==> src/rtl/gtech_and_tree_pipe.sv <==
// gtech_and_tree_pipe: pipelined binary AND-reduction tree with per-stage valid/ready handshake.
// Define GTECH_AND_TREE_ZCNT_EN to add ZCNT, a saturating count of delivered Z = 0 results.
module gtech_and_tree_pipe #(
  parameter int WIDTH = 8
) (
  input  logic             CP,
  input  logic             R,
  input  logic [WIDTH-1:0] A,
  input  logic             IN_VALID,
  output logic             IN_READY,
  output logic             Z,
  output logic             OUT_VALID,
  input  logic             OUT_READY
`ifdef GTECH_AND_TREE_ZCNT_EN
  ,
  output logic [15:0]      ZCNT
`endif
);
  localparam int STAGES = $clog2(WIDTH);
  // Heap-ordered tree: node n has children 2n and 2n+1; nodes WIDTH.. are the live inputs,
  // nodes 1..WIDTH-1 are registers, stage k holding nodes WIDTH>>k .. (WIDTH>>(k-1))-1.
  logic [WIDTH-1:1]   q;
  logic [2*WIDTH-1:1] t;
  logic [STAGES:1]    v;
  logic [STAGES:1]    vin;
  logic [STAGES+1:1]  r;
  assign t = {A, q};
  assign vin = (v << 1) | STAGES'(IN_VALID);
  always_comb begin
    r[STAGES+1] = OUT_READY;
    for (int k = STAGES; k >= 1; k--) r[k] = ~v[k] | r[k+1];
  end
  always_ff @(posedge CP)
    if (R) begin
      q <= '0;
      v <= '0;
    end else begin
      for (int k = 1; k <= STAGES; k++) if (r[k]) v[k] <= vin[k];
      for (int n = 1; n < WIDTH; n++)
        for (int k = 1; k <= STAGES; k++)
          if (r[k] && n >= (WIDTH >> k) && n < (WIDTH >> (k - 1))) q[n] <= t[2*n] & t[2*n+1];
    end
  assign IN_READY = r[1] | R;
  assign OUT_VALID = v[STAGES] & ~R;
  assign Z = t[1] & ~R;
`ifdef GTECH_AND_TREE_ZCNT_EN
  always_ff @(posedge CP)
    if (R) ZCNT <= '0;
    else if (OUT_VALID && OUT_READY && !Z && ZCNT != 16'hFFFF) ZCNT <= ZCNT + 16'd1;
`endif
endmodule

==> config.mk <==
export PLATFORM = sky130hd
export DESIGN_NAME = gtech_and_tree_pipe
export DESIGN_NICKNAME = d
export VERILOG_FILES = /design/src/rtl/gtech_and_tree_pipe.sv
export SDC_FILE = /design/constraint.sdc
export NUM_CORES = 1
export LEC_CHECK = 0
export CAP_MARGIN = 25
export CORE_AREA = 2 2 39 41
export DETAILED_ROUTE_END_ITERATION = 8
export DIE_AREA = 0 0 41 43
export PLACE_DENSITY = 0.63
export SYNTH_ARGS = -nofsm -noshare
export SYNTH_HDL_FRONTEND = slang
export SYNTH_SLANG_ARGS = --single-unit
==> constraint.sdc <==
create_clock -name CP -period 1 [get_ports CP]
set_input_delay 0.2 -clock CP [delete_from_list [all_inputs] [get_ports CP]]
set_output_delay 0.2 -clock CP [all_outputs]
set_load 0.1 [all_outputs]
==> metrics.md, run 1 <==
| Metric | Value |
|---|---|
| Worst Hold Class | `input pin to flip-flop` |
| Largest family of logic cells by synthesized area | `simple AND/OR/NAND/NOR gates` |
| Non-Filler Instances | `87` |
| Hold Path Stages | `3` |
| Cell total after placement | `81` |
| Net Sw Frac | `22.0%` |
| CTS max path bufs | `2` |
| Worst setup SP type | `flip-flop` |
| Nets@finish | `85` |
| Die width | `41 um` |
| Setup Skew | `0.00467 ns` |
| Placer Congestion | `0.697` |
| Largest net degree at the start of global routing | `7` |
| All-Layer GR Usage | `14.2%` |
| Min Tclk post-route | `1.28 ns` |
| Initial Utilization | `29.6%` |
| CORE AREA | `0.00138 mm^2` |
| Grt total ovfl | `0` |
| Unrepaired setup endpoints after global routing | `yes` |
| Syn. warnings | `0` |
| Worst Path Max Fanout | `2` |
| Worst slack, placed | `-0.391 ns` |
| Vias per Instance | `4.57` |
| Power Density | `1100 mW/mm^2` |
| Tightest Pin Transition | `0.231 ns` |
| PortBufs | `14` |
| P_leak | `0.279 nW` |
| Cells after Synth | `47` |
| TritonRoute pass-1 iters | `2` |
| Count of state elements after synthesis | `10` |
| Clock sink total | `10` |
| Worst Hold Path EP | `q[4]` |
| Post-synthesis sequential area ratio | `48.9%` |
| First-pass GRT wire length | `1.64 mm` |
| Clk slew on worst S/H paths | `0.06 ns` |
| Final period util | `128%` |
| Ports | `15` |
| Critical Path AT | `1.08 ns` |
| Origin of the critical flop-to-flop path | `v[3]` |
| Synth Area in Simple Gates | `35.8%` |
| NetSw | `0.176 mW` |
| H-tree depth | `1` |
| Crit path capture type | `output pin` |
| Hold Crit Start | `R` |
| CTS tree | `yes` |
| Slack of the worst reg-to-reg path | `-0.05 ns` |
| RR Endpoint | `q[6]` |
| Num CTS Buffers | `3` |
| Reg2Reg Depth | `5` |
| Quantity of hold-fixing buffers added after cts | `0` |
| Crit path setup slack, layout | `-0.281 ns` |
| P&R area growth vs syn | `79.2%` |
| Layout cells sized above 1 | `46.5%` |
| Int Pwr | `0.627 mW` |
| Mapped cell area | `409 um^2` |
| Routed WL | `948 um` |
| Post-synthesis cell type count | `14` |
| Max Freq | `780 MHz` |
| Post-Synthesis Net Count | `59` |
| Vias in the first global route | `395` |
| Worst Path Required | `0.80 ns` |
| Mux contribution to synthesized area | `0%` |
| Clock latency on the worst-skew pair | `0.26 ns` |
| Max Cap Viol | `0` |
| Part of the power in registers | `52.0%` |
| Final Max Slew Viols | `0` |
| CTS root buffer | `clkbuf_4` |
| Combinational share of power | `15.2%` |
| Smallest hold slack | `0.422 ns` |
| Max VDD drop | `402 uV` |
| Post-Syn Area per Cell | `8.71 um^2` |
| Compound-Gate Fraction of Synth Area | `12.2%` |
| Post-synthesis adder-cell area fraction | `0%` |
| Post-synthesis xor/xnor area fraction | `0%` |
| DRC viols | `0` |
| ANT nets after route | `0` |
| Slew headroom | `84.5%` |
| Crit Path Category | `flip-flop to output pin` |
| Status | `finished with violations` |
| Dpl hpwl | `713 um` |
| Die area | `0.00176 mm^2` |
| Most common cell after layout, fill and taps aside | `clkdlybuf4s50_1` |
| Die H | `43 um` |
| Final setup viols | `11` |
| Fin. Hold Viols | `0` |
| Clock power frac | `32.8%` |
| Failing checks | `setup timing` |
| Initial antenna violation count | `0` |
| Commonest non-fill, non-tap cells in the layout | `clkdlybuf4s50_1 (9), buf_4 (7), nand2_1 (6), dfxtp_1 (6)` |
| WL/cell | `10.9 um` |
| Diode count | `0` |
| FP Rows | `14` |
| Vias | `398` |
| Iter 0 DRT Violations | `4` |
==> what timing repair did <==
item,4_1_cts,5_1_grt
setup buffers,3,0
setup endpoints to repair,9,13
gates resized for setup,7,6
pin swaps,14,3
==> area by class of cell <==
cell class              count  area, um^2
clock buffers               3        22.5
fillers                   136         651
multi-input cells          35         243
repair buffers             23         243
well taps                  16        20.0
flip-flops and latches     10         205
==> synth_stat cells, drive strengths merged <==
cell type / number / area share (%)
nand3: 6 / 7.3
and4b: 1 / 2.4
nand4b: 1 / 2.1
and3b: 1 / 2.1
nand3b: 2 / 3.7
nor2: 6 / 5.5
nor2b: 3 / 4.6
nand2b: 1 / 1.5
dfxtp: 10 / 49
nand2: 7 / 6.4
buf: 2 / 3.1
a21oi: 7 / 12
==> worst max-delay path, cell delays in order, from the launching register on <==
cell	delay, ns
dfxtp_2	0.33
and4b_2	0.27
nand2b_4	0.06
buf_12	0.16
==> cell families (layout without fill, tap and decap cells) <==
kind of cell    after synthesis  after routing
compound gates                7              7
buf+inv                       2             26
flops                        10             10
simple gates                 28             28
==> power groups by stage <==
| stage | logic (mW) | registers [mW] | clock network (mW) |
|---|---|---|---|
| after CTS | 0.117 | 0.417 | 0.281 |
| after detailed placement | 0.108 | 0.429 | 0 |
| after global placement | 0.107 | 0.428 | 0 |
| after global routing | 0.131 | 0.419 | 0.309 |
| after floorplan | 0.0380 | 0.427 | 0 |
| final | 0.122 | 0.418 | 0.264 |
==> registers in the layout, summed over array words and instances (netlist names) <==
signal and count:
q 7, v 3
==> per-stage QoR <==
step	TNS, ns	util (%)	total power, mW	instance area (um^2)
2_1_floorplan	-0.144	-	0.465	439
3_3_place_gp	-3.92	47.6	0.536	658
5_1_grt	-1.71	53.0	0.859	733
3_5_place_dp	-4.09	47.6	0.537	658
6_report	-0.882	53.0	0.803	733
4_1_cts	-0.927	51.4	0.816	712
==> routing by layer <==
layer | vias to the layer above | part of all wire [%] | global-route usage (%)
li1 | 210 | - | -
met1 | 177 | 46 | 16.2
met2 | 9 | 49 | 20.9
met3 | 2 | 3.6 | 4.71
met4 | 0 | 1.3 | 10.0
met5 | - | 0 | 0
==> worst max-delay path by stage <==
stage / from / slack [ns] / endpoint / cells after the start
global route: v[3] / -0.35 / IN_READY / 3
floorplan: v[2] / -0.06 / IN_READY / 3
detailed placement: OUT_READY / -0.39 / q[7] / 5
CTS: v[1] / -0.30 / IN_READY / 3
global placement: OUT_READY / -0.38 / IN_READY / 4
finish: v[3] / -0.28 / IN_READY / 3
(Power assumes the default switching activity.)
==> run 2: changes to the inputs <==
Settings changed: PLACE_DENSITY 0.63 to 0.65, SKIP_LAST_GASP set to 1.
==> run 2 against run 1 <==
Net effect:
- the run still ends with setup timing left
- flip-flop and latch count did not move
- total power rose by 10%
- sequential share of layout area fell by 0.59 points
- first-iteration DRC count rose by 50%
- maximum frequency fell by 0.79%
- non-clock buffer count rose by 2
- highest routed layer unchanged
==> metrics.md, run 2 (synthesis gave the netlist of run 1 again) <==
| Metric | Value |
|---|---|
| Non-Filler Instances | `90 (was 87)` |
| Fin. Hold Viols | `0 (unchanged)` |
| Placer Congestion | `0.692 (was 0.697)` |
| Clock latency on the worst-skew pair | `0.26 ns (about the same)` |
| Vias in the first global route | `393 (was 395)` |
| CTS max path bufs | `2 (unchanged)` |
| Ports | `15 (unchanged)` |
| All-Layer GR Usage | `12.4% (was 14.2%)` |
| Max Cap Viol | `0 (unchanged)` |
| Setup Skew | `0.00206 ns (was 0.00467 ns)` |
| Hold Crit Start | `q[2] (was R)` |
| PortBufs | `14 (unchanged)` |
| Worst Path Required | `0.80 ns (about the same)` |
| P&R area growth vs syn | `82.0% (was 79.2%)` |
| Initial antenna violation count | `0 (unchanged)` |
| Failing checks | `setup timing (unchanged)` |
| Min Tclk post-route | `1.29 ns (was 1.28 ns)` |
| Max Freq | `774 MHz (was 780 MHz)` |
| Dpl hpwl | `686 um (was 713 um)` |
| Worst slack, placed | `-0.380 ns (was -0.391 ns)` |
| Worst setup SP type | `flip-flop (unchanged)` |
| Top reg by flops | `q (unchanged)` |
| Cell total after placement | `84 (was 81)` |
| Iter 0 DRT Violations | `6 (was 4)` |
| Worst Hold Path EP | `q[2] (was q[4])` |
| Origin of the critical flop-to-flop path | `v[3] (unchanged)` |
| Unrepaired setup endpoints after global routing | `yes (unchanged)` |
| Crit Path Category | `flip-flop to output pin (unchanged)` |
| Die H | `43 um (unchanged)` |
| Worst Path Max Fanout | `4 (was 2)` |
| Final core utilization | `53.8% (was 53.0%)` |
| FP Rows | `14 (unchanged)` |
| Diode count | `0 (unchanged)` |
| Die area | `0.00176 mm^2 (unchanged)` |
| Critical Path AT | `1.09 ns (was 1.08 ns)` |
| Biggest regs | `q: 7 flops, v: 3 flops (unchanged)` |
| Num CTS Buffers | `3 (unchanged)` |
| Layout cells sized above 1 | `41.9% (was 46.5%)` |
| H-tree depth | `1 (unchanged)` |
| Largest net degree at the start of global routing | `8 (was 7)` |
| First-pass GRT wire length | `1.48 mm (was 1.64 mm)` |
| Setup Total Neg Slack | `-0.881 ns (was -0.882 ns)` |
| Reg2Reg Depth | `5 (unchanged)` |
| Finished Cell Area | `744 um^2 (was 733 um^2)` |
| CORE AREA | `0.00138 mm^2 (unchanged)` |
| Initial Utilization | `29.6% (unchanged)` |
| Final Max Slew Viols | `0 (unchanged)` |
| Crit path capture type | `output pin (unchanged)` |
| WL/cell | `9.56 um (was 10.9 um)` |
| Commonest non-fill, non-tap cells in the layout | `buf_4 (10), clkdlybuf4s50_1 (9), nand2_1 (7), dfxtp_1 (7), nand3_1 (6) (was clkdlybuf4s50_1 (9), buf_4 (7), nand2_1 (6), dfxtp_1 (6))` |
| DRC viols | `0 (unchanged)` |
| Tightest Pin Transition | `0.204 ns (was 0.231 ns)` |
| Clk slew on worst S/H paths | `0.06 ns (about the same)` |
| Worst Hold Class | `flip-flop to flip-flop (was input pin to flip-flop)` |
| Slew headroom | `86.3% (was 84.5%)` |
| Status | `finished with violations (unchanged)` |
| Routed WL | `860 um (was 948 um)` |
| ANT nets after route | `0 (unchanged)` |
| P_leak | `0.293 nW (was 0.279 nW)` |
| Max reg flops | `7 (unchanged)` |
| Final period util | `129% (was 128%)` |
| CTS root buffer | `clkbuf_4 (unchanged)` |
| TritonRoute pass-1 iters | `3 (was 2)` |
| Area after DPL | `681 um^2 (was 658 um^2)` |
| Most common cell after layout, fill and taps aside | `buf_4 (was clkdlybuf4s50_1)` |
| Clock sink total | `10 (unchanged)` |
| Crit path setup slack, layout | `-0.291 ns (was -0.281 ns)` |
| Slack of the worst reg-to-reg path | `-0.06 ns (was -0.05 ns)` |
| Final setup viols | `8 (was 11)` |
| Vias per Instance | `4.59 (was 4.57)` |
| Max VDD drop | `642 uV (was 402 uV)` |
| RR Endpoint | `q[7] (was q[6])` |
| CTS tree | `yes (unchanged)` |
| Grt total ovfl | `0 (unchanged)` |
| Die width | `41 um (unchanged)` |
| Vias | `413 (was 398)` |
| Hold Path Stages | `2 (was 3)` |
| Nets@finish | `87 (was 85)` |
| Power Density | `1190 mW/mm^2 (was 1100 mW/mm^2)` |
==> run 2: cell type report <==
type / instances / area, um^2
well taps: 16 / 20.0
multi-input cells: 35 / 230
flip-flops and latches: 10 / 204
repair buffers: 25 / 254
clock buffers: 4 / 36.3
fillers: 129 / 639
==> run 2: worst max path at each step <==
stage          startpoint  depth (start not counted)       end
2_1_floorplan        v[2]                          3  IN_READY
3_3_place_gp    OUT_READY                          4  IN_READY
3_5_place_dp    OUT_READY                          5      q[7]
4_1_cts              v[3]                          3  IN_READY
5_1_grt              v[3]                          3  IN_READY
6_report             v[3]                          3  IN_READY
==> run 2: routing by layer <==
metal,track usage [%],vias to the layer above,part of all wire [%]
li1,-,215,-
met1,16.0,183,44
met5,0,-,0
met3,4.71,2,5.0
met4,6.00,0,1.6
met2,17.5,13,50
==> run 2: worst max-delay path: stages, from the launching register on <==
cell      delay (ns)
dfxtp_2         0.34
and4b_2         0.27
nand2b_4        0.06
buf_12          0.16
==> run 2: power breakdown <==
part,internal [mW],switching (mW)
combinational,0.0745,0.0417
sequential,0.411,0.00672
clock,0.221,0.132
==> run 2: timing repair <==
item | CTS | global route
gates resized for setup | 3 | 4
setup buffers | 1 | 1
cloned | 0 | 0
pin swaps | 0 | 2
hold buffers | 0 | 0
setup endpoints to repair | 9 | 9
==> run 2: metrics by stage <==
step	total power, mW	hold slack [ns]
finish	0.887	0.459
detailed placement	0.543	0.449
global route	0.929	0.475
global placement	0.543	0.442
floorplan	0.465	0.321
CTS	0.894	0.460
